### config.mk
export PLATFORM = sky130hd
export DESIGN_NAME = mole_game_ctrl
export DESIGN_NICKNAME = d
export VERILOG_FILES = /design/src/rtl/mole_game_ctrl.sv
export SDC_FILE = /design/constraint.sdc
export NUM_CORES = 1
export LEC_CHECK = 0
export CORE_MARGIN = 4
export CORE_UTILIZATION = 50
export CTS_CLUSTER_DIAMETER = 80
export CTS_CLUSTER_SIZE = 14
export DETAILED_ROUTE_END_ITERATION = 6
export PLACE_DENSITY = 0.81
export SLEW_MARGIN = 20
export SYNTH_ARGS = -nofsm -noshare
export SYNTH_HDL_FRONTEND = slang
export SYNTH_SLANG_ARGS = --single-unit
### constraint.sdc
create_clock -name i_clk -period 5.1 [get_ports i_clk]
set_input_delay 1.02 -clock i_clk [delete_from_list [all_inputs] [get_ports i_clk]]
set_output_delay 1.02 -clock i_clk [all_outputs]
set_load 0.02 [all_outputs]
### src/rtl/mole_game_ctrl.sv
// Whack-a-mole round sequencer: picks the lit 3x3 cell from an LFSR, times each
// round, scores keypad presses and reports game status to the renderer.
module mole_game_ctrl #(
    parameter int         SHOW_CYCLES  = 25_000_000,
    parameter int         FLASH_CYCLES = 12_500_000,
    parameter int         GAP_CYCLES   = 5_000_000,
    parameter int         ROUNDS       = 20,
    parameter logic [7:0] LFSR_SEED    = 8'hA5
) (
    input  logic       i_clk,
    input  logic       i_rst,
    input  logic       i_start,
    input  logic       i_key_valid,
    input  logic [3:0] i_key_code,
    output logic       o_in_game,
    output logic       o_hit,
    output logic [3:0] o_position,
    output logic [7:0] o_score,
    output logic [7:0] o_misses,
    output logic       o_game_over
);

    localparam int MAX_SF = (SHOW_CYCLES > FLASH_CYCLES) ? SHOW_CYCLES : FLASH_CYCLES;
    localparam int MAX_C  = (MAX_SF > GAP_CYCLES) ? MAX_SF : GAP_CYCLES;
    localparam int TW     = $clog2(MAX_C) + 1;

    typedef enum logic [2:0] {
        S_IDLE  = 3'd0,
        S_SPAWN = 3'd1,
        S_SHOW  = 3'd2,
        S_FLASH = 3'd3,
        S_GAP   = 3'd4,
        S_DONE  = 3'd5
    } state_t;

    state_t      r_state;
    logic [TW-1:0] r_timer;
    logic [7:0]  r_round;
    logic [3:0]  r_prev_pos;
    logic [7:0]  r_lfsr;

    logic        w_lfsr_fb;
    logic [3:0]  w_cand;
    logic        w_cand_ok;
    logic        w_key_match;
    logic        w_show_end;
    logic        w_flash_end;
    logic        w_gap_end;
    logic        w_last_round;

    function automatic logic [7:0] sat_inc(input logic [7:0] v);
        return (v == 8'hFF) ? v : v + 8'd1;
    endfunction

    assign w_lfsr_fb    = r_lfsr[7] ^ r_lfsr[5] ^ r_lfsr[4] ^ r_lfsr[3];
    assign w_cand       = r_lfsr[3:0];
    assign w_cand_ok    = (w_cand >= 4'd1) && (w_cand <= 4'd9) && (w_cand != r_prev_pos);
    // position is never 0 while in SHOW, so key code 0 can never match
    assign w_key_match  = i_key_valid && (i_key_code == o_position);
    assign w_show_end   = (r_timer == TW'(SHOW_CYCLES - 1));
    assign w_flash_end  = (r_timer == TW'(FLASH_CYCLES - 1));
    assign w_gap_end    = (r_timer == TW'(GAP_CYCLES - 1));
    assign w_last_round = ((r_round + 8'd1) == 8'(ROUNDS));

    // Free-running cell picker, shifts every cycle including IDLE
    always_ff @(posedge i_clk) begin
        if (i_rst) begin
            r_lfsr <= LFSR_SEED;
        end else begin
            r_lfsr <= {r_lfsr[6:0], w_lfsr_fb};
        end
    end

    // Game FSM with registered outputs
    always_ff @(posedge i_clk) begin
        if (i_rst) begin
            r_state     <= S_IDLE;
            r_timer     <= '0;
            r_round     <= 8'd0;
            r_prev_pos  <= 4'd0;
            o_in_game   <= 1'b0;
            o_hit       <= 1'b0;
            o_position  <= 4'd0;
            o_score     <= 8'd0;
            o_misses    <= 8'd0;
            o_game_over <= 1'b0;
        end else begin
            case (r_state)
                S_IDLE, S_DONE: begin
                    if (i_start) begin
                        r_state     <= S_SPAWN;
                        r_round     <= 8'd0;
                        o_score     <= 8'd0;
                        o_misses    <= 8'd0;
                        o_in_game   <= 1'b1;
                        o_game_over <= 1'b0;
                    end
                end
                S_SPAWN: begin
                    if (w_cand_ok) begin
                        o_position <= w_cand;
                        r_prev_pos <= w_cand;
                        r_timer    <= '0;
                        r_state    <= S_SHOW;
                    end
                end
                S_SHOW: begin
                    // a matching key on the timeout cycle counts as a hit
                    if (w_key_match) begin
                        o_score <= sat_inc(o_score);
                        o_hit   <= 1'b1;
                        r_timer <= '0;
                        r_state <= S_FLASH;
                    end else if (w_show_end) begin
                        o_misses   <= sat_inc(o_misses);
                        o_position <= 4'd0;
                        r_timer    <= '0;
                        r_state    <= S_GAP;
                    end else begin
                        r_timer <= r_timer + TW'(1);
                        if (i_key_valid) begin
                            o_misses <= sat_inc(o_misses);
                        end
                    end
                end
                S_FLASH: begin
                    if (w_flash_end) begin
                        o_hit      <= 1'b0;
                        o_position <= 4'd0;
                        r_timer    <= '0;
                        r_state    <= S_GAP;
                    end else begin
                        r_timer <= r_timer + TW'(1);
                    end
                end
                S_GAP: begin
                    if (w_gap_end) begin
                        r_round <= r_round + 8'd1;
                        r_timer <= '0;
                        if (w_last_round) begin
                            r_state     <= S_DONE;
                            o_in_game   <= 1'b0;
                            o_game_over <= 1'b1;
                        end else begin
                            r_state <= S_SPAWN;
                        end
                    end else begin
                        r_timer <= r_timer + TW'(1);
                    end
                end
                default: begin
                    r_state <= S_IDLE;
                end
            endcase
        end
    end

endmodule

==> qor_table.md <==
| Parameter | Reported |
| --- | --- |
| Setup skew after layout | 0.0120 ns |
| Flop and latch count out of synthesis | 72 |
| Antenna violations before repair | 0 |
| Clock Pin Slew Worst Setup and Hold Paths | 0.08 ns |
| Crit Reg-Reg Startpoint | r_timer[20]$_SDFFE_PP0P_ |
| Final-layout setup total negative slack | 0 ns |
| Register share of total power | 0.397 |
| Die Area | 9300 µm² |
| Final Wtd Congestion | 0.832 |
| Peak Freq | 308 MHz |
| Hold violation total from the final report | 0 |
| Number of pins with negative max-slew slack in the final report | 0 |
| Leakage power | 1.51 nW |
| Sum of routed wire segments on met1 | 4280 µm |
| Total of warnings raised by yosys | 0 |
| Area fraction in compound gates after synthesis | 0.176 |
| Number of cells on the worst hold path | 1 |
| Path type of the worst setup path | input port to flop |
| Via count of the first global-routing pass | 3371 |
| Core ar. | 7410 µm² |
| Net switching power | 0.583 mW |
| Overall overflow remaining after global route | 0 |
| Total track usage | 0.210 |
| Post-synthesis cell count | 483 |
| Area of the mapped netlist | 3910 µm² |
| Final ANT Viol Nets | 0 |
| Number of DRC violations after detailed routing | 0 |
| Core Rows | 31 |
| Share of the clock period used by the worst path | 0.637 |
| Initial Utilization | 0.528 |
| Startpoint type of the worst setup path | input port |
| Ratio of routed vias to standard cells | 5.96 |
| Maximum number of buffers from clock root to sink | 2 |
| Endpoints failing setup | 0 |
| Hold Path Origin | r_lfsr[6]$_SDFF_PP0_ |
| Critical R2R Capture | r_state[2]$_SDFFE_PP0P_ |
| Cell-internal power | 1.05 mW |
| Number of different library cells in the post-synthesis netlist | 64 |
| Share of flip-flops with an asynchronous set or reset after synthesis | 0 |
| Number of top-level pins | 31 |
| Proportion of layout cells with a drive suffix above 1 | 0.0789 |
| Sequential cell area fraction in the yosys report | 0.369 |
| Setup slack of the most critical reg-to-reg path | 2.10 ns |
| Routed wire length | 9140 µm |
| Worst min-delay path category | flop to flop |
| Unrepaired setup endpoints after global routing | false |
| Status | complete, no violations |
| Power per unit of standard cell area | 369 nW/µm² |
| Global-route wire length before repair | 15700 µm |
| Number of violations reported at the end of detailed-routing iteration 0 | 227 |
| Net switching fraction of the power | 0.356 |
| Combinational share of power | 0.293 |
| Number of instances in the placed design | 591 |
| H-tree depth | 3 |
| Dominant synthesized flop cell | dfxtp_1 |
| DRT Pass-1 Iters | 4 |
| Top routing layer used | met4 |
| Combinational family with the most area after synthesis | simple AND/OR/NAND/NOR gates |
| Pin slew with the least headroom to its limit | 0.872 ns |
| Hold-fix buffers, CTS | 0 |
| Pin count of the biggest net entering global routing | 58 |
| Diodes inserted | 0 |
| Largest driver fanout on the critical path | 25 |
| Relative slew margins | 0.419 |
| Worst Reg-to-Reg Cells | 6 |
| Cell area after layout | 4440 µm² |
| Detailed-routed wire length on met2 | 4380 µm |
| Post-synthesis net count | 496 |
| CTS Root Cell | clkbuf_8 |
| CTS tree | done |
| Most common cell after layout, fill and taps aside | dfxtp_1 |
| Filler instances | 662 |
| Simple-Gate Fraction of Synth Area | 0.326 |
| Peak VDD IR | 0.168 mV |
| Worst Hold Endpoint | r_lfsr[7]$_SDFF_PP1_ |
| Area grow syn2layout | 13.6% |
| CTS sink cnt | 72 |
| Average instance area after synthesis | 8.10 µm² |
| Final non-filler cell total | 606 |
| Area share of fa/ha/maj cells after synthesis | 0.0160 |
| Gates resized, CTS repair | 0 |
| Clock power share | 0.310 |
| Multiplexer share of the synthesized area | 0.0154 |
| Count of maximum capacitance violations | 0 |
| Number of buffers inserted during clock tree synthesis | 9 |
| Via count of the routed design | 3609 |
| Kind of end point of the critical path | flop |
| EDFF count, synth | 0 |
| Minimum clock period after layout | 3.25 ns |
| Data required, critical path | 5.34 ns |
| Arr. time, crit path | 3.49 ns |
| Placed wire-length estimate after detailed placement | 6180 µm |
| Number of post-CTS setup repair buffers | 0 |
| Area after detailed placement | 4220 µm² |
| Overall die height | 96.4 µm |
| Clock network latency to the later pin of the worst-skew pair | 0.35 ns |
| Wire length on met3 | 363 µm |
| Synth Area in XOR/XNOR | 0.0448 |
| Count of buffers from port buffering | 30 |
| Count of nets after finishing | 516 |
| Die extent in x | 96.4 µm |
| Detail-routed net length per standard cell | 15.1 µm |
| Top library cells by usage in the layout, fill and taps aside | 72 x dfxtp_1, 54 x nand2_1, 37 x nor2_1 |
-- routing by layer --
metal	vias up	GRT usage
met4	0	0.0736
met1	1702	0.270
met2	76	0.355
met5	-	0
li1	1816	-
met3	15	0.0364
-- power by group through the flow --
stage	sequential, mW	clock [mW]	combinational (mW)
after global placement	0.657	0	0.460
after detailed placement	0.661	0	0.475
after CTS	0.648	0.513	0.479
final	0.650	0.508	0.481
after global routing	0.657	0.535	0.536
after floorplan	0.650	0	0.380
-- cells in the mapped netlist, drive strengths merged, types with 3 or more instances --
library cell	number	area, µm²
nor3b	5	37.5
or4	11	82.6
buf	7	57.5
nand2	54	203
nor4b	4	35.0
o22a	3	26.3
and2	6	40.0
a21oi	15	78.8
xor2	9	78.8
nor4	9	56.3
or4b	3	30.0
a211o	3	26.3
o21a	5	37.5
xnor2	11	96.3
ha	5	62.6
mux2i	6	60.1
and3	6	37.5
nor2	37	139
or2	5	31.3
nor2b	3	18.8
o32ai	4	35.0
nor4bb	3	30.0
a31oi	21	131
nand4	15	93.8
or3	12	77.6
dfxtp	72	1440
clkbuf	17	73.8
inv	18	67.6
and4	4	37.5
or3b	3	26.3
nor3	10	50.1
o211ai	3	22.5
a21o	6	45.0
nand3	31	155
o21ai	28	140
nand3b	3	22.5
-- flip-flops by register name, indices dropped and copies added (netlist names) --
| signal | cells |
|---|---|
| r_round | 8 |
| r_timer | 26 |
| o_hit | 1 |
| r_state | 3 |
| r_prev_pos | 4 |
| o_position | 4 |
| o_game_over | 1 |
| o_misses | 8 |
| r_lfsr | 8 |
| o_score | 8 |
| o_in_game | 1 |
-- worst max-delay path, cell delays in order --
cell             delay (ns)
clkdlybuf4s50_1        0.41
xor2_1                 0.14
nor3_1                 0.56
a21o_1                 0.25
o211a_1                0.62
nand2_1                0.22
o211a_1                0.27
-- how the worst max path moves through the flow --
stage | startpoint | endpoint | slack (ns) | cells after the start
floorplan | i_key_code[0] | r_timer[10]$_SDFFE_PP0P_ | 2.40 | 7
global placement | i_key_code[2] | r_state[2]$_SDFFE_PP0P_ | 1.56 | 7
detailed placement | i_key_code[2] | r_state[2]$_SDFFE_PP0P_ | 1.47 | 7
CTS | i_key_code[2] | r_state[2]$_SDFFE_PP0P_ | 1.83 | 7
global route | i_key_code[2] | r_state[2]$_SDFFE_PP0P_ | 1.61 | 7
finish | i_key_code[2] | r_state[2]$_SDFFE_PP0P_ | 1.85 | 7
-- metrics by stage --
stage	worst slack [ns]	util	hold slack (ns)	total power [mW]
after floorplan	2.40	-	0.389	1.03
after global placement	1.56	0.570	0.391	1.12
after detailed placement	1.47	0.570	0.397	1.14
after CTS	1.83	0.599	0.416	1.64
after global routing	1.61	0.600	0.432	1.73
final	1.85	0.600	0.411	1.64
-- kinds of logic after synthesis --
| group | after synthesis |
|---|---|
| xor gates and xnor gates | 20 |
| muxes | 6 |
| DFF | 72 |
| adders and majority gates | 5 |
| AOI/OAI and AO/OA | 105 |
| buffers and inverters | 43 |
| and+or+nand+nor | 232 |
-- final cells by class --
cell class / instances / area [µm²] / area share
Clock buffer: 10 / 138 / 0.0310
Sequential cell: 72 / 1440 / 0.324
Timing Repair Buffer: 34 / 325 / 0.0732
Tap cell: 99 / 124 / 0.0279
Clock inverter: 5 / 81.3 / 0.0183
Inverter: 18 / 67.6 / 0.0152
Multi-Input combinational cell: 368 / 2270 / 0.510
(Power assumes the default switching activity.)
